`src/rtl/chess_pkg.sv`:
```
// rtl/chess_pkg.sv - shared board geometry, piece codes and controller state types
//
// Purpose: common definitions for the cursor controller, layout matrix and pixel path.
// Ports: none (package).

package chess_pkg;

    localparam int SQUARE_WIDTH  = 8;
    localparam int CHESS_SQUARES = 64;
    localparam int SQ_IDX_W      = $clog2(CHESS_SQUARES);

    typedef logic [SQ_IDX_W-1:0] square_t;
    typedef logic [2:0]          piece_t;

    localparam piece_t EMPTY  = 3'd0;
    localparam piece_t PAWN   = 3'd1;
    localparam piece_t KNIGHT = 3'd2;
    localparam piece_t BISHOP = 3'd3;
    localparam piece_t ROOK   = 3'd4;
    localparam piece_t QUEEN  = 3'd5;
    localparam piece_t KING   = 3'd6;

    localparam logic WHITE = 1'b0;
    localparam logic BLACK = 1'b1;

    typedef enum logic [1:0] {
        IDLE     = 2'd0,
        SELECTED = 2'd1,
        REQUEST  = 2'd2
    } ctrl_state_e;

    // Row and column of a square index (row*SQUARE_WIDTH + col, row 0 at top).
    function automatic logic [2:0] sq_row(square_t sq);
        return sq[5:3];
    endfunction

    function automatic logic [2:0] sq_col(square_t sq);
        return sq[2:0];
    endfunction

endpackage

```
`src/rtl/chess_cursor_controller_if.sv`:
```
// rtl/chess_cursor_controller_if.sv - move request valid/ready channel to the layout matrix
//
// Purpose: carries one move request (source and destination squares) per handshake.
// Signals:
//   moveValid  request pending (driven by the controller)
//   moveSrc    source square, stable while moveValid
//   moveDst    destination square, stable while moveValid
//   moveReady  layout matrix accepts the move
// Modports: master = controller side, slave = layout matrix side.

interface chess_cursor_controller_if;
    import chess_pkg::*;

    logic    moveValid;
    square_t moveSrc;
    square_t moveDst;
    logic    moveReady;

    modport master (
        output moveValid,
        output moveSrc,
        output moveDst,
        input  moveReady
    );

    modport slave (
        input  moveValid,
        input  moveSrc,
        input  moveDst,
        output moveReady
    );

endinterface

```
`src/rtl/key_debouncer.sv`:
```
// rtl/key_debouncer.sv - 2-FF synchroniser plus hold-time debouncer with change pulse
//
// Purpose: accepts a new level only after the synchronised input has differed from
//          the current debounced level for DEBOUNCE_CYCLES consecutive cycles.
// Ports:
//   clock     system clock
//   resetApp  asynchronous active-high reset
//   raw_i     raw asynchronous input
//   level_o   debounced level (resets to RESET_LEVEL)
//   edge_o    one-cycle pulse in the first cycle a new level is shown on level_o;
//             rise = edge_o & level_o, fall = edge_o & ~level_o

module key_debouncer #(
    parameter int   DEBOUNCE_CYCLES = 500000,
    parameter logic RESET_LEVEL     = 1'b0
) (
    input  logic clock,
    input  logic resetApp,
    input  logic raw_i,
    output logic level_o,
    output logic edge_o
);

    localparam int CNT_W = (DEBOUNCE_CYCLES > 2) ? $clog2(DEBOUNCE_CYCLES) : 1;
    localparam logic [CNT_W-1:0] CNT_LAST = CNT_W'(DEBOUNCE_CYCLES - 1);

    logic             sync1_q;
    logic             sync2_q;
    logic             level_q, level_d;
    logic [CNT_W-1:0] cnt_q, cnt_d;
    logic             edge_q, edge_d;

    always_ff @(posedge clock or posedge resetApp) begin
        if (resetApp) begin
            sync1_q <= RESET_LEVEL;
            sync2_q <= RESET_LEVEL;
            level_q <= RESET_LEVEL;
            cnt_q   <= '0;
            edge_q  <= 1'b0;
        end else begin
            sync1_q <= raw_i;
            sync2_q <= sync1_q;
            level_q <= level_d;
            cnt_q   <= cnt_d;
            edge_q  <= edge_d;
        end
    end

    // The counter tracks how many consecutive cycles the synchronised level has
    // disagreed with the accepted level; any agreement (a bounce) clears it.
    always_comb begin
        level_d = level_q;
        cnt_d   = '0;
        edge_d  = 1'b0;
        if (sync2_q != level_q) begin
            if (cnt_q == CNT_LAST) begin
                level_d = sync2_q;
                edge_d  = 1'b1;
            end else begin
                cnt_d = cnt_q + 1'b1;
            end
        end
    end

    assign level_o = level_q;
    assign edge_o  = edge_q;

endmodule

```
`src/rtl/chess_cursor_controller.sv`:
```
// rtl/chess_cursor_controller.sv - board keys and lock switch to cursor/selection/move events
//
// Purpose: holds the 8x8 cursor, the selected source square and the side to move;
//          issues one move request per completed selection, then passes the turn.
// Ports:
//   clock, resetApp                    clock, asynchronous active-high reset
//   KeyLeft/KeyUp/KeyDown/KeyRight     raw active-low push keys
//   LockSwitch                         raw slide switch, 1 = lock
//   cursorPiece, cursorColour          piece at cursorIdx from the layout matrix
//   cursorIdx                          cursor square (row*8+col)
//   selectIdx, selectValid             locked source square
//   move_bus                           move request channel (master side)
//   Player                             side to move, 0 = white, 1 = black

module chess_cursor_controller
    import chess_pkg::*;
#(
    parameter int DEBOUNCE_CYCLES  = 500000,
    parameter int CURSOR_RESET_IDX = 52
) (
    input  logic                      clock,
    input  logic                      resetApp,
    input  logic                      KeyLeft,
    input  logic                      KeyUp,
    input  logic                      KeyDown,
    input  logic                      KeyRight,
    input  logic                      LockSwitch,
    input  logic [2:0]                cursorPiece,
    input  logic                      cursorColour,
    output logic [5:0]                cursorIdx,
    output logic [5:0]                selectIdx,
    output logic                      selectValid,
    chess_cursor_controller_if.master move_bus,
    output logic                      Player
);

    localparam int K_LEFT  = 0;
    localparam int K_RIGHT = 1;
    localparam int K_UP    = 2;
    localparam int K_DOWN  = 3;

    localparam logic [2:0] EDGE_HI = 3'(SQUARE_WIDTH - 1);

    // ---------------------------------------------------------------- inputs
    logic [3:0] key_raw;
    logic [3:0] key_level;
    logic [3:0] key_edge;
    logic [3:0] key_press;
    logic       lock_level;
    logic       lock_edge;
    logic       lock_rise;
    logic       lock_fall;

    assign key_raw = {KeyDown, KeyUp, KeyRight, KeyLeft};

    for (genvar g = 0; g < 4; g++) begin : g_key
        key_debouncer #(
            .DEBOUNCE_CYCLES (DEBOUNCE_CYCLES),
            .RESET_LEVEL     (1'b1)
        ) u_key_deb (
            .clock    (clock),
            .resetApp (resetApp),
            .raw_i    (key_raw[g]),
            .level_o  (key_level[g]),
            .edge_o   (key_edge[g])
        );
    end

    key_debouncer #(
        .DEBOUNCE_CYCLES (DEBOUNCE_CYCLES),
        .RESET_LEVEL     (1'b0)
    ) u_lock_deb (
        .clock    (clock),
        .resetApp (resetApp),
        .raw_i    (LockSwitch),
        .level_o  (lock_level),
        .edge_o   (lock_edge)
    );

    // Keys are active-low: a press is a change to the low level.
    assign key_press = key_edge & ~key_level;
    assign lock_rise = lock_edge & lock_level;
    assign lock_fall = lock_edge & ~lock_level;

    // ---------------------------------------------------------------- state
    ctrl_state_e state_q, state_d;
    square_t     cursor_q, cursor_d;
    square_t     select_q, select_d;
    logic        select_valid_q, select_valid_d;
    logic        move_valid_q, move_valid_d;
    square_t     move_src_q, move_src_d;
    square_t     move_dst_q, move_dst_d;
    logic        player_q, player_d;

    always_ff @(posedge clock or posedge resetApp) begin
        if (resetApp) begin
            state_q        <= IDLE;
            cursor_q       <= square_t'(CURSOR_RESET_IDX);
            select_q       <= '0;
            select_valid_q <= 1'b0;
            move_valid_q   <= 1'b0;
            move_src_q     <= '0;
            move_dst_q     <= '0;
            player_q       <= WHITE;
        end else begin
            state_q        <= state_d;
            cursor_q       <= cursor_d;
            select_q       <= select_d;
            select_valid_q <= select_valid_d;
            move_valid_q   <= move_valid_d;
            move_src_q     <= move_src_d;
            move_dst_q     <= move_dst_d;
            player_q       <= player_d;
        end
    end

    // ---------------------------------------------------------------- cursor
    logic [2:0] cur_row;
    logic [2:0] cur_col;

    assign cur_row = sq_row(cursor_q);
    assign cur_col = sq_col(cursor_q);

    // Only the highest-priority key event is consumed, even when it is clamped
    // at an edge; lower-priority events in the same cycle are dropped.
    always_comb begin
        cursor_d = cursor_q;
        if (state_q != REQUEST) begin
            if (key_press[K_LEFT]) begin
                if (cur_col != 3'd0) begin
                    cursor_d = cursor_q - square_t'(1);
                end
            end else if (key_press[K_RIGHT]) begin
                if (cur_col != EDGE_HI) begin
                    cursor_d = cursor_q + square_t'(1);
                end
            end else if (key_press[K_UP]) begin
                if (cur_row != 3'd0) begin
                    cursor_d = cursor_q - square_t'(SQUARE_WIDTH);
                end
            end else if (key_press[K_DOWN]) begin
                if (cur_row != EDGE_HI) begin
                    cursor_d = cursor_q + square_t'(SQUARE_WIDTH);
                end
            end
        end
    end

    // ---------------------------------------------------------------- FSM
    logic own_piece;

    assign own_piece = (cursorPiece != EMPTY) && (cursorColour == player_q);

    always_comb begin
        state_d        = state_q;
        select_d       = select_q;
        select_valid_d = select_valid_q;
        move_valid_d   = move_valid_q;
        move_src_d     = move_src_q;
        move_dst_d     = move_dst_q;
        player_d       = player_q;

        unique case (state_q)
            IDLE: begin
                if (lock_rise && own_piece) begin
                    select_d       = cursor_q;
                    select_valid_d = 1'b1;
                    state_d        = SELECTED;
                end
            end

            SELECTED: begin
                if (lock_fall) begin
                    // Dropping back on the source or onto another own piece
                    // means the player changed their mind.
                    if ((cursor_q == select_q) || own_piece) begin
                        select_valid_d = 1'b0;
                        state_d        = IDLE;
                    end else begin
                        move_src_d   = select_q;
                        move_dst_d   = cursor_q;
                        move_valid_d = 1'b1;
                        state_d      = REQUEST;
                    end
                end
            end

            REQUEST: begin
                if (move_valid_q && move_bus.moveReady) begin
                    move_valid_d   = 1'b0;
                    select_valid_d = 1'b0;
                    player_d       = ~player_q;
                    state_d        = IDLE;
                end
            end

            default: begin
                state_d = IDLE;
            end
        endcase
    end

    // ---------------------------------------------------------------- outputs
    assign cursorIdx          = cursor_q;
    assign selectIdx          = select_q;
    assign selectValid        = select_valid_q;
    assign move_bus.moveValid = move_valid_q;
    assign move_bus.moveSrc   = move_src_q;
    assign move_bus.moveDst   = move_dst_q;
    assign Player             = player_q;

endmodule

```
`src/flat_wrapper.sv`:
```
// flat-port wrapper written by rule: the top's interface ports become plain ports
module chess_cursor_controller_flat import chess_pkg::*;
#(
    parameter int DEBOUNCE_CYCLES  = 500000,
    parameter int CURSOR_RESET_IDX = 52
)
  (clock, resetApp, KeyLeft, KeyUp, KeyDown, KeyRight, LockSwitch, cursorPiece, cursorColour, cursorIdx, selectIdx, selectValid, Player, move_bus_moveValid, move_bus_moveSrc, move_bus_moveDst, move_bus_moveReady);
  chess_cursor_controller_if move_bus_i ();
  input  logic clock;
  input  logic resetApp;
  input  logic KeyLeft;
  input  logic KeyUp;
  input  logic KeyDown;
  input  logic KeyRight;
  input  logic LockSwitch;
  input  logic [2:0] cursorPiece;
  input  logic cursorColour;
  output logic [5:0] cursorIdx;
  output logic [5:0] selectIdx;
  output logic selectValid;
  output logic Player;
  output wire logic [$bits(move_bus_i.moveValid)-1:0] move_bus_moveValid;
  output wire logic [$bits(move_bus_i.moveSrc)-1:0] move_bus_moveSrc;
  output wire logic [$bits(move_bus_i.moveDst)-1:0] move_bus_moveDst;
  input wire logic [$bits(move_bus_i.moveReady)-1:0] move_bus_moveReady;
  assign move_bus_moveValid = move_bus_i.moveValid;
  assign move_bus_moveSrc = move_bus_i.moveSrc;
  assign move_bus_moveDst = move_bus_i.moveDst;
  assign move_bus_i.moveReady = move_bus_moveReady;
  chess_cursor_controller #(.DEBOUNCE_CYCLES(DEBOUNCE_CYCLES), .CURSOR_RESET_IDX(CURSOR_RESET_IDX)) u_core (.clock(clock), .resetApp(resetApp), .KeyLeft(KeyLeft), .KeyUp(KeyUp), .KeyDown(KeyDown), .KeyRight(KeyRight), .LockSwitch(LockSwitch), .cursorPiece(cursorPiece), .cursorColour(cursorColour), .cursorIdx(cursorIdx), .selectIdx(selectIdx), .selectValid(selectValid), .move_bus(move_bus_i), .Player(Player));
endmodule
```
`config.mk`:
```
export PLATFORM = sky130hd
export DESIGN_NAME = chess_cursor_controller_flat
export DESIGN_NICKNAME = d
export VERILOG_FILES = /design/src/rtl/chess_pkg.sv /design/src/rtl/chess_cursor_controller_if.sv /design/src/rtl/key_debouncer.sv /design/src/rtl/chess_cursor_controller.sv /design/src/flat_wrapper.sv
export SDC_FILE = /design/constraint.sdc
export NUM_CORES = 1
export LEC_CHECK = 0
export CELL_PAD_IN_SITES_DETAIL_PLACEMENT = 1
export CELL_PAD_IN_SITES_GLOBAL_PLACEMENT = 2
export CORE_UTILIZATION = 40
export DETAILED_ROUTE_END_ITERATION = 10
export MAX_ROUTING_LAYER = met4
export PLACE_DENSITY_LB_ADDON = 0.1
export SETUP_SLACK_MARGIN = 0.02
export SYNTH_ARGS = -nofsm -noshare
export SYNTH_HDL_FRONTEND = slang
export SYNTH_SLANG_ARGS = --single-unit
```
`constraint.sdc`:
```
create_clock -name clock -period 7.8 [get_ports clock]
set_clock_uncertainty 0.1 [all_clocks]
set_input_delay 1.17 -clock clock [delete_from_list [all_inputs] [get_ports clock]]
set_output_delay 1.17 -clock clock [all_outputs]
set_load 0.02 [all_outputs]
```
# Word-level counts from Yosys, hierarchy flattened
# Cells that the tools add are included.
[word_totals]
ff_bits = 144
out_inout_bits = 27
wordCells = 139
[op_classes]
addsub = 9
eq_ne = 25
mux = 41
bitwise = 7
n_reduce_logical = 24
[ops]
columns = ["operator", "n"]
rows = [
  ["19-bit 2-to-1 mux", 10],
  ["19-bit by 1-bit adder with 19-bit output, second input constant", 5],
  ["19-bit == test, second input constant", 5],
  ["6-bit 2-to-1 mux", 8],
  ["1-bit 2-to-1 mux", 16],
  ["2-bit AND reduction", 7],
  ["3-bit nonzero test", 4],
  ["3-bit inequality test, second input constant", 3],
  ["2-bit 2-to-1 mux", 4],
  ["2-bit by 1-bit inequality test with 1-bit output, second input constant", 4],
  ["4-bit nonzero test", 2],
  ["6-bit by 1-bit adder with 6-bit output, second input constant", 1],
  ["6-bit by 4-bit adder with 6-bit output, second input constant", 1],
  ["6-bit == test", 1],
  ["2-bit inequality test, second input constant", 3],
  ["2-bit case mux with 3 select lines", 1],
  ["3-bit AND reduction", 2],
  ["6-bit AND reduction", 1],
  ["6-bit by 1-bit subtractor with 6-bit output, second input constant", 1],
  ["6-bit by 4-bit subtractor with 6-bit output, second input constant", 1],
  ["1-bit inequality test", 5],
  ["5-bit AND reduction", 1],
  ["4-bit bitwise AND", 1],
  ["4-bit inequality test, second input constant", 1],
  ["13 further kinds", 18],
]

# Longest topological paths before layout
# Gate-level depths: netlist (run 1).
[depth]
depth_word = 6
depth_mapped = 8
ltp_nobuf = 7

# Hierarchy
# Synthesis (run 1) repeated with hierarchy kept, for this count alone.
[hier_totals]
cells_unflattened = 682
area_unflattened_um2 = 7324.5
[modules_own_cells]
columns = ["mod", "instances", "cells_per_inst", "area_per_inst_um2"]
rows = [
  ["key_debouncer at u_core.g_key[0].u_key_deb ...", 4, 107, 1127.3],
  ["chess_cursor_controller", 1, 151, 1724.2],
  ["key_debouncer at u_core.u_lock_deb", 1, 103, 1091.0],
]

# Least setup slack after synthesis (run 1)
# No wires, ideal clock.
[synth_timing]
kind = "in2reg"
startpoint = "input cursorColour"
endpoint = "register u_core.select_q[0], in the netlist u_core.selectIdx[0]"
t_arrival_ps = 2359
path_slack_ps = 5216
cell_stages = 4
path_buffers = 0
cell_sequence = "xor2_1 or2_2 nor3_2 mux2_2"
[synth_via]
elab_chain_cells = 4
[synth_lines]
columns = ["element", "line_no", "rtl"]
rows = [
  ["from (decl)", "flat_wrapper.sv:17", "input logic cursorColour;"],
  ["1-bit == test", "chess_cursor_controller.sv:152", "assign own_piece = (cursorPiece != EMPTY) && (cursorColour == player_q);"],
  ["1-bit logical AND", "chess_cursor_controller.sv:152", ""],
  ["1-bit logical AND", "chess_cursor_controller.sv:165", "if (lock_rise && own_piece) begin"],
  ["2-bit AND reduction (no source line)", "-", ""],
  ["to (signal assigned)", "chess_cursor_controller.sv:108", "select_q <= select_d;"],
  ["to (decl)", "chess_cursor_controller.sv:88", "square_t select_q, select_d;"],
]
# No other way between the ends.
# A chain may end at the register's enable or synchronous reset.

# Final worst setup path (run 1)
[layout_timing]
startpoint = "input cursorPiece[1]"
endpoint = "register u_core.move_dst_q[3], in the netlist u_core.move_bus.moveDst[3]"
[layout_via]
elab_chain_cells = 5
[layout_lines]
columns = ["element", "line_no", "rtl"]
rows = [
  ["from (decl)", "flat_wrapper.sv:16", "input logic [2:0] cursorPiece;"],
  ["3-bit nonzero test", "chess_cursor_controller.sv:152", ""],
  ["1-bit logical AND", "chess_cursor_controller.sv:152", ""],
  ["1-bit logical OR", "chess_cursor_controller.sv:176", "if ((cursor_q == select_q) || own_piece) begin"],
  ["1-bit inverter (no source line)", "-", ""],
  ["3-bit AND reduction (no source line)", "-", ""],
  ["to (signal assigned)", "chess_cursor_controller.sv:112", "move_dst_q <= move_dst_d;"],
  ["to (decl)", "chess_cursor_controller.sv:92", "square_t move_dst_q, move_dst_d;"],
]
# No other way between the ends.

==> impl_metrics.toml, run 1 <==
[outcome]
status = "completed"

[global_routing]
busiest_layer = "met2"
first_global_vias = 5173
use_met1 = 0.228
grt_max_degree = 77
grt_use_total = 0.184
grt_pass1_wl_um = 25200
use_met3 = 0.0479
use_met2 = 0.299
overflow = 0
antenna_found_initial = 0

[setup_path]
crit_arrival_ns = 3.36
slowest_delay_ns = 0.78
path_class = "in2reg"
slowest_stage = "nor2_1"
reg2reg_slack_ns = 5.34
r2r_end = "u_core.move_bus.moveDst[3]$_DFFE_PP0P_"
cp_cell_sequence = "clkdlybuf4s50_1 > nor3_1 > or2_2 > o311ai_2 > nor2_1 > mux2_2"
crit_path_end_kind = "flop"
required_ns = 8.00
rr_startpoint = "u_core.cursorIdx[2]$_DFFE_PP1P_"
worstRegToRegCells = 5
crit_path_start_kind = "input port"
cp_max_fo = 12

[clock_tree]
ctsResizeCount = 0
path_clk_slew_ns = 0.06
numCtsBuffers = 17
cts_tree = "yes"
clkLatencyLatePin_ns = 0.42
clock_path_buffers = 2
postCtsSetupBuffers = 0
h-tree-depth = 4
cts_sinks = 144
cts-hold-fix-buffers = 0
clockRootBuffer = "clkbuf_16"

[timing]
tightest_slew_ns = 0.992
post-route-period-util = 0.405
relSlewSlack = 0.336
period_needed_ns = 3.16
finalSetupTns_ns = 0
hold_violations = 0
fmax_mhz = 317
rsz0062_at_grt = "false"
finalMaxSlewViolations = 0
finalSetupViolCount = 0

[synth]
synth_fp_nets = 675
synth.largest_area_cell = "dfrtp_1"
ys_seq_area_frac = 0.531
synth.most_common_cell = "dfrtp_1"
syn-cell-area_sq_um = 6820
syn_inst = 649
synth_top_area_frac = 0.473
ys_seq_elements = 144
synth_edf_count = 0
ys_dominant_reg_cell = "dfrtp_1"
syn_area_per_cell_sq_um = 10.5
yosys-top-cells-area = "dfrtp_1 47%, nor2_1 6.5%, xnor2_1 6.5%"
async_reset_ff_frac = 1.00
ys_types = 53
yosys-top-cells-count = "129 x dfrtp_1, 119 x nor2_1, 51 x xnor2_1, 51 x xor2_1, 42 x nand2_1"
synth_warnings = 0

[routing]
drt-initial-drc-count = 109
drc = 0
vias = 4702
first_pass_iters = 4
wl_per_cell_um = 15.2
antenna_left = 0
viasPerCell = 5.08
routed_wl_um = 14100

[floorplan]
num_rows = 47
ioPinCount = 39
die_w_um = 133
core-area_sq_um = 16600
die_h_um = 133
dieArea_sq_um = 17600
start_util = 0.410

[placement]
gp_congestion = 0.769
place_area_sq_um = 7410
hpwl_um = 9550
place_inst = 893
port_buffers = 38

[power_and_ir_drop]
ir_worst_vdd_mv = 0.156
p_per_area_nw_per_um2 = 206
power.static_leakage_nw = 3.39
p_total_mw = 1.65

[hold_path]
min-delay-path-class = "reg2reg"
worstHoldEndpoint = "u_core.g_key[3].u_key_deb.sync2_q$_DFF_PP1_"
worstHoldStart = "u_core.g_key[3].u_key_deb.sync1_q$_DFF_PP1_"
hold_depth = 0

[final_layout]
finalInstanceArea_sq_um = 8000
drive_gt1_frac = 0.123
syn2layout_area_growth_pct = 17.3
antenna_cells = 0
instances_no_fill = 925
final_net_count = 718
final_core_util = 0.481

[run]
drv_cap = 0
state kept, by name, summed over array words and instances, names as in the netlist:
name	count
u_core.g_key.u_key_deb.sync2_q	4
u_core.g_key.u_key_deb.cnt_q	76
u_core.g_key.u_key_deb.level_o	4
u_core.u_lock_deb.sync2_q	1
u_core.move_bus.moveDst	6
u_core.selectIdx	6
u_core.state_q	2
u_core.Player	1
u_core.u_lock_deb.edge_o	1
u_core.u_lock_deb.level_o	1
u_core.cursorIdx	6
u_core.g_key.u_key_deb.sync1_q	4
u_core.u_lock_deb.cnt_q	19
u_core.move_bus.moveSrc	6
u_core.selectValid	1
u_core.u_lock_deb.sync1_q	1
u_core.move_bus.moveValid	1
u_core.g_key.u_key_deb.edge_o	4
report_power, final:
group	switching, mW	internal [mW]	total, mW	leakage, nW
combinational	0.0372	0.0195	0.0567	1.17
clock	0.319	0.504	0.823	0.291
sequential	0.0108	0.760	0.771	1.93
worst max-delay path, delay by kind of cell:
| kind | cells | cell delay, ns |
|---|---|---|
| compound gates | 1 | 0.14 |
| buf+inv | 1 | 0.40 |
| mux | 1 | 0.42 |
| simple gates | 3 | 1.22 |
cells by family after synthesis:
kind of cell	after synthesis	share of synthesized area
AO/OA/AOI/OAI	22	0.0244
XOR/XNOR	102	0.131
adder cells (fa/ha/maj)	14	0.0268
buffers and inverters	34	0.0231
flip-flops	144	0.531
multiplexers	25	0.0414
AND/OR/NAND/NOR	308	0.223
cell type report:
cell class                      count  area, sq um
Multi-Input combinational cell    471         3040
Inverter                           19         76.3
Clock inverter                     13          165
Tap cell                          220          275
Timing Repair Buffer               39          388
Sequential cell                   144         3620
Fill cell                        1841         8640
Clock buffer                       19          433
cells in the final DEF, fill, tap and decap left out, types with 6 or more instances in the layout:
cell	instances
and3_1	16
clkbuf_16	17
clkdlybuf4s50_1	38
clkinv_4	6
dfrtp_1	129
dfstp_2	15
ha_1	13
inv_1	18
mux2_2	22
nand2_1	42
nand3_1	38
nand4_1	24
nor2_1	119
nor3_1	18
nor4_1	11
or2_2	7
xnor2_1	51
xor2_1	51
stage by stage:
stage / setup slack [ns] / hold WS [ns]
2_1_floorplan: 2.69 / 0.231
3_3_place_gp: 4.27 / 0.244
3_5_place_dp: 4.22 / 0.239
4_1_cts: 4.65 / 0.265
5_1_grt: 4.46 / 0.266
6_report: 4.64 / 0.262
per-layer routing:
metal	routed length [um]	up-vias
met5	0	-
met4	145	0
met3	378	9
met2	7010	41
met1	6530	2369
li1	-	2283
worst max path at each step:
stage	startpoint	to	slack [ns]
after floorplan	resetApp	u_core.Player$_DFFE_PP0P_	2.69
after global placement	cursorColour	u_core.move_bus.moveDst[4]$_DFFE_PP0P_	4.27
after detailed placement	cursorPiece[1]	u_core.move_bus.moveSrc[0]$_DFFE_PP0P_	4.22
after CTS	cursorPiece[1]	u_core.move_bus.moveDst[5]$_DFFE_PP0P_	4.65
after global routing	cursorColour	u_core.move_bus.moveDst[0]$_DFFE_PP0P_	4.46
final	cursorPiece[1]	u_core.move_bus.moveDst[3]$_DFFE_PP0P_	4.64
Note: power is estimated with default switching activity, not from simulation.
==> run 2: changes to the inputs <==
--- a/config.mk
+++ b/config.mk
@@ -7,7 +7,7 @@
 export LEC_CHECK = 0
 export CELL_PAD_IN_SITES_DETAIL_PLACEMENT = 1
 export CELL_PAD_IN_SITES_GLOBAL_PLACEMENT = 2
-export CORE_UTILIZATION = 40
+export CORE_UTILIZATION = 39
 export DETAILED_ROUTE_END_ITERATION = 10
 export MAX_ROUTING_LAYER = met4
 export PLACE_DENSITY_LB_ADDON = 0.1
==> constraint.sdc (replaced) <==
create_clock -name clock -period 3.1 [get_ports clock]
set_clock_uncertainty 0.1 [all_clocks]
set_input_delay 0.465 -clock clock [delete_from_list [all_inputs] [get_ports clock]]
set_output_delay 0.465 -clock clock [all_outputs]
set_load 0.02 [all_outputs]
==> run 2 against run 1 <==
Net effect: flip-flop and latch count is the same; via count grew 0.81%; largest cell class unchanged; die area grew 2.5%; global-route usage is essentially flat; combinational power grew to 2.6 times the previous value; sequential power grew to 2.5 times the previous value; clock power grew to 2.6 times the previous value; core utilization shrank 1.2 points; first-iteration DRC count grew 42%.
==> impl_metrics.toml, run 2 (synthesized netlist as in run 1, its figures left out) <==
[power_and_ir_drop]
power.static_leakage_nw = 3.41
p_per_area_nw_per_um2 = 519
ir_worst_vdd_mv = 0.353

[routing]
first_pass_iters = 4
drt-initial-drc-count = 155
antenna_left = 0
wl_per_cell_um = 15.4
vias = 4740
viasPerCell = 5.09
routed_wl_um = 14300
drc = 0

[timing]
finalSetupTns_ns = 0
whs_ns = 0.249
relSlewSlack = 0.457
post-route-period-util = 0.757
rsz0062_at_grt = "false"
tightest_slew_ns = 0.807
period_needed_ns = 2.35
fmax_mhz = 426
hold_violations = 0
finalSetupViolCount = 0
finalMaxSlewViolations = 0

[clock_tree]
clock_path_buffers = 2
clkLatencyLatePin_ns = 0.42
numCtsBuffers = 17
h-tree-depth = 4
path_clk_slew_ns = 0.06
cts_sinks = 144
postCtsSetupBuffers = 0
cts_tree = "yes"
ctsResizeCount = 0
clockRootBuffer = "clkbuf_16"
cts-hold-fix-buffers = 0

[hold_path]
min-delay-path-class = "in2async"

[setup_path]
reg2reg_slack_ns = 0.89
crit_path_start_kind = "flop"
cp_num_cells = 1
cp_top_family = "flip-flops"
path_class = "reg2out"
crit_buf_inv = 1
required_ns = 2.53
slowest_stage = "dfstp_2"
critical_path.endpoint = "cursorIdx[2]"
cp_max_fo = 13
cp-startpoint = "u_core.cursorIdx[2]$_DFFE_PP1P_"
crit_path_end_kind = "output port"
r2r_end = "u_core.cursorIdx[3]$_DFFE_PP0P_"
crit_arrival_ns = 1.78
cp_cell_sequence = "clkdlybuf4s50_1"
worstRegToRegCells = 7
slowest_delay_ns = 0.70
rr_startpoint = "u_core.cursorIdx[0]$_DFFE_PP0P_"

[global_routing]
grt_use_total = 0.184
use_met3 = 0.0442
use_met1 = 0.218
grt_max_degree = 70
busiest_layer = "met2"
use_met2 = 0.311
grt_pass1_wl_um = 25600
antenna_found_initial = 0
first_global_vias = 5335
overflow = 0

[floorplan]
core-area_sq_um = 17200
ioPinCount = 39
start_util = 0.397
num_rows = 48
dieArea_sq_um = 18000
die_h_um = 134
die_w_um = 134

[final_layout]
instances_no_fill = 932
drive_gt1_frac = 0.124
syn2layout_area_growth_pct = 18.1
antenna_cells = 0
largest_register = "u_core.g_key.u_key_deb.cnt_q"
final_common_cell = "dfrtp_1"
fillers = 1899
largestRegisters = "u_core.g_key.u_key_deb.cnt_q x76, u_core.u_lock_deb.cnt_q x19"
final_net_count = 720
final_cell_mix = "129 x dfrtp_1, 119 x nor2_1, 51 x xor2_1, 51 x xnor2_1, 42 x nand2_1"
largest_reg_flops = 76
finalInstanceArea_sq_um = 8060

[outcome]
status = "completed"

[placement]
place_inst = 900
port_buffers = 38
gp_congestion = 0.772
place_area_sq_um = 7450
hpwl_um = 9870

[run]
drv_cap = 0
[run 2: cell types whose count changed in the layout (fill, tap and decap cells not counted)]
cell / previous run / this run
clkinv_2: 3 / 2
clkinvlp_4: 1 / 3
clkbuf_1: 2 / 3
clkbuf_8: 0 / 3
clkinv_4: 6 / 2
inv_6: 1 / 0
buf_12: 0 / 2
[run 2: how the worst min path moves through the flow]
stage                                                            from                                           to  slack (ns)  cells after the start
final                                                        resetApp        u_core.u_lock_deb.cnt_q[17]$_DFF_PP0_        0.25                      2
after global routing                                         resetApp        u_core.u_lock_deb.cnt_q[17]$_DFF_PP0_        0.26                      2
after CTS                                                    resetApp        u_core.u_lock_deb.cnt_q[17]$_DFF_PP0_        0.24                      2
after detailed placement  u_core.g_key[3].u_key_deb.sync1_q$_DFF_PP1_  u_core.g_key[3].u_key_deb.sync2_q$_DFF_PP1_        0.25                      0
after global placement            u_core.u_lock_deb.sync1_q$_DFF_PP0_          u_core.u_lock_deb.sync2_q$_DFF_PP0_        0.24                      0
after floorplan                   u_core.u_lock_deb.sync1_q$_DFF_PP0_          u_core.u_lock_deb.sync2_q$_DFF_PP0_        0.23                      0
[run 2: per-stage QoR]
step                 util  power [mW]  worst slack (ns)
floorplan               -        2.06             0.742
global placement    0.434        2.12             0.673
detailed placement  0.434        2.12             0.635
CTS                 0.469        4.25             0.737
global route        0.469        4.34             0.669
finish              0.469        4.19             0.755
[run 2: area by class of cell]
class / count / area [sq um] / area share
clock buffers: 23 / 478 / 0.0593
clock inverters: 9 / 133 / 0.0165
inverters: 19 / 75.1 / 0.00931
multi-input cells: 471 / 3040 / 0.378
flip-flops and latches: 144 / 3620 / 0.449
well taps: 225 / 282 / 0.0349
repair buffers: 41 / 428 / 0.0531
[run 2: report_power, final]
group	switching, mW	leakage [nW]	internal [mW]	total (mW)
Clock	0.771	0.293	1.33	2.10
Combinational	0.0942	1.18	0.0531	0.147
Sequential	0.0257	1.93	1.91	1.94
Total	0.891	3.41	3.30	4.19
[run 2: routing by layer]
metal / routed length, um / share of wire / up-vias
met5: 0 / 0 / -
met4: 150 / 0.010 / 0
met3: 379 / 0.026 / 14
met2: 7270 / 0.51 / 43
met1: 6520 / 0.46 / 2396
li1: - / - / 2287
==> run 3: changes to the inputs <==
--- a/config.mk
+++ b/config.mk
@@ -7,7 +7,7 @@
 export LEC_CHECK = 0
 export CELL_PAD_IN_SITES_DETAIL_PLACEMENT = 1
 export CELL_PAD_IN_SITES_GLOBAL_PLACEMENT = 2
-export CORE_UTILIZATION = 39
+export CORE_UTILIZATION = 36
 export DETAILED_ROUTE_END_ITERATION = 10
 export MAX_ROUTING_LAYER = met4
 export PLACE_DENSITY_LB_ADDON = 0.1
==> constraint.sdc (replaced) <==
create_clock -name clock -period 1.9 [get_ports clock]
set_clock_uncertainty 0.1 [all_clocks]
set_input_delay 0.285 -clock clock [delete_from_list [all_inputs] [get_ports clock]]
set_output_delay 0.285 -clock clock [all_outputs]
set_load 0.02 [all_outputs]
==> run 3 against run 2 <==
Net effect: the run now ends with setup timing left; first-iteration DRC count up 15%; sequential share of layout area is 4.4 points lower; register-to-register slack got worse by 0.94 ns; flip-flop and latch count unchanged; clock power rose by 57%; final cell count up 8.5%; critical path depth rose by 3; non-clock buffer count rose by 73; worst hold slack got worse by 0.20 ns; total power rose by 62%; critical path type is now reg2reg; critical endpoint is now u_core.g_key[3].u_key_deb.level_o$_DFFE_PP1P_; largest cell class unchanged.
==> impl_metrics.toml, run 3 (synthesized netlist as in run 1, its figures left out) <==
[outcome]
status = "finished with violations"
violations = "setup timing"

[timing]
finalSetupViolCount = 4
hold_violations = 0
tightest_slew_ns = 0.915
fmax_mhz = 513
post-route-period-util = 1.03
relSlewSlack = 0.388
rsz0062_at_grt = "true"
finalMaxSlewViolations = 0
fin_ws_ns = -0.0496
period_needed_ns = 1.95

[power_and_ir_drop]
power.static_leakage_nw = 3.88
p_total_mw = 6.76
ir_worst_vdd_mv = 0.572
p_per_area_nw_per_um2 = 755

[final_layout]
largest_register = "u_core.g_key.u_key_deb.cnt_q"
syn2layout_area_growth_pct = 31.2
drive_gt1_frac = 0.267
largestRegisters = "u_core.g_key.u_key_deb.cnt_q x76, u_core.u_lock_deb.cnt_q x19"
final_common_cell = "dfrtp_1"
antenna_cells = 0
final_net_count = 795
largest_reg_flops = 76
final_core_util = 0.490
final_cell_mix = "127 x dfrtp_1, 110 x nor2_1, 66 x buf_4, 51 x xor2_1, 47 x xnor2_1"
finalInstanceArea_sq_um = 8950
instances_no_fill = 1011

[floorplan]
die_h_um = 140
die_w_um = 140
dieArea_sq_um = 19500
core-area_sq_um = 18300
start_util = 0.374
num_rows = 49
ioPinCount = 39

[routing]
antenna_left = 0
drc = 0
drt-initial-drc-count = 179
vias = 5063
routed_wl_um = 15800
viasPerCell = 5.01
first_pass_iters = 4
wl_per_cell_um = 15.6

[global_routing]
use_met1 = 0.213
overflow = 0
use_met3 = 0.0406
busiest_layer = "met2"
grt_max_degree = 54
grt_pass1_wl_um = 27100
antenna_found_initial = 0
use_met2 = 0.297
grt_use_total = 0.177
first_global_vias = 5527

[placement]
place_area_sq_um = 8050
port_buffers = 38
dpl_worst_slack_ns = -0.253
hpwl_um = 11000
place_inst = 970
gp_congestion = 0.815

[setup_path]
crit_path_end_kind = "flop"
path_class = "reg2reg"
reg2reg_slack_ns = -0.05
cp_max_fo = 6
worstRegToRegCells = 4
rr_startpoint = "u_core.g_key[3].u_key_deb.cnt_q[14]$_DFF_PP0_"
crit_path_start_kind = "flop"
r2r_end = "u_core.g_key[3].u_key_deb.level_o$_DFFE_PP1P_"
crit_arrival_ns = 2.19
required_ns = 2.14

[clock_tree]
numCtsBuffers = 17
h-tree-depth = 4
clockRootBuffer = "clkbuf_16"
clock_path_buffers = 2
cts_tree = "yes"
clkLatencyLatePin_ns = 0.42
cts-hold-fix-buffers = 0
cts_sinks = 144
path_clk_slew_ns = 0.06

[run]
drv_cap = 0

[hold_path]
min-delay-path-class = "in2async"
-- run 3: cell count changes in the layout (fill, tap and decap cells not counted), sizes merged --
cell / previous run / this run
bufinv: 3 / 1
clkdlybuf4s50: 38 / 27
buf: 3 / 76
clkinv: 4 / 5
clkdlybuf4s15: 0 / 1
dlymetal6s2s: 0 / 1
nand2: 44 / 46
clkbuf: 23 / 26
dlygate4sd2: 0 / 7
-- run 3: repair_timing --
action	4_1_cts	5_1_grt
gates resized for setup	23	50
pin swaps	11	21
cloned	0	2
setup buffers	3	4
endpoints found under the hold margin	0	0
setup endpoints to repair	63	85
-- run 3: worst max path at each step --
stage | slack (ns) | to | from
2_1_floorplan | -0.28 | u_core.Player$_DFFE_PP0P_ | resetApp
4_1_cts | -0.05 | u_core.cursorIdx[4]$_DFFE_PP1P_ | u_core.cursorIdx[0]$_DFFE_PP0P_
3_5_place_dp | -0.25 | u_core.move_bus.moveSrc[5]$_DFFE_PP0P_ | cursorPiece[1]
5_1_grt | -0.12 | u_core.g_key[3].u_key_deb.level_o$_DFFE_PP1P_ | u_core.g_key[3].u_key_deb.cnt_q[14]$_DFF_PP0_
3_3_place_gp | -0.21 | u_core.move_bus.moveDst[4]$_DFFE_PP0P_ | cursorColour
6_report | -0.05 | u_core.g_key[3].u_key_deb.level_o$_DFFE_PP1P_ | u_core.g_key[3].u_key_deb.cnt_q[14]$_DFF_PP0_
-- run 3: area by class of cell --
cell class              count  area (sq um)
flip-flops and latches    144          3620
inverters                  19          75.1
clock buffers              24           512
clock inverters             8          77.6
fillers                  1973          9320
repair buffers            114          1050
multi-input cells         473          3330
well taps                 229           287
-- run 3: where the power goes --
part           total, mW  switching, mW  internal [mW]  leakage, nW
clock network       3.29           1.28           2.01        0.288
registers           3.16         0.0365           3.12         1.93
logic              0.317          0.185          0.132         1.67
total               6.76           1.50           5.26         3.88
-- run 3: per-stage QoR --
step / setup TNS [ns] / hold slack (ns)
floorplan: -36.30 / 0.189
global placement: -4.06 / 0.244
detailed placement: -4.56 / 0.240
CTS: -0.464 / 0.0303
global route: -2.00 / 0.0438
finish: -0.0576 / 0.0508
-- run 3: metal layers --
metal | wire length [um] | up-vias
met1 | 7240 | 2561
met5 | 0 | -
met2 | 7950 | 53
met4 | 169 | 0
met3 | 414 | 15
li1 | - | 2434
-- run 3: critical path, cell delays in order (launching register included) --
cell	delay, ns
dfrtp_1	0.37
or4b_4	0.55
nor4_4	0.31
nand3_4	0.20
mux2_4	0.34
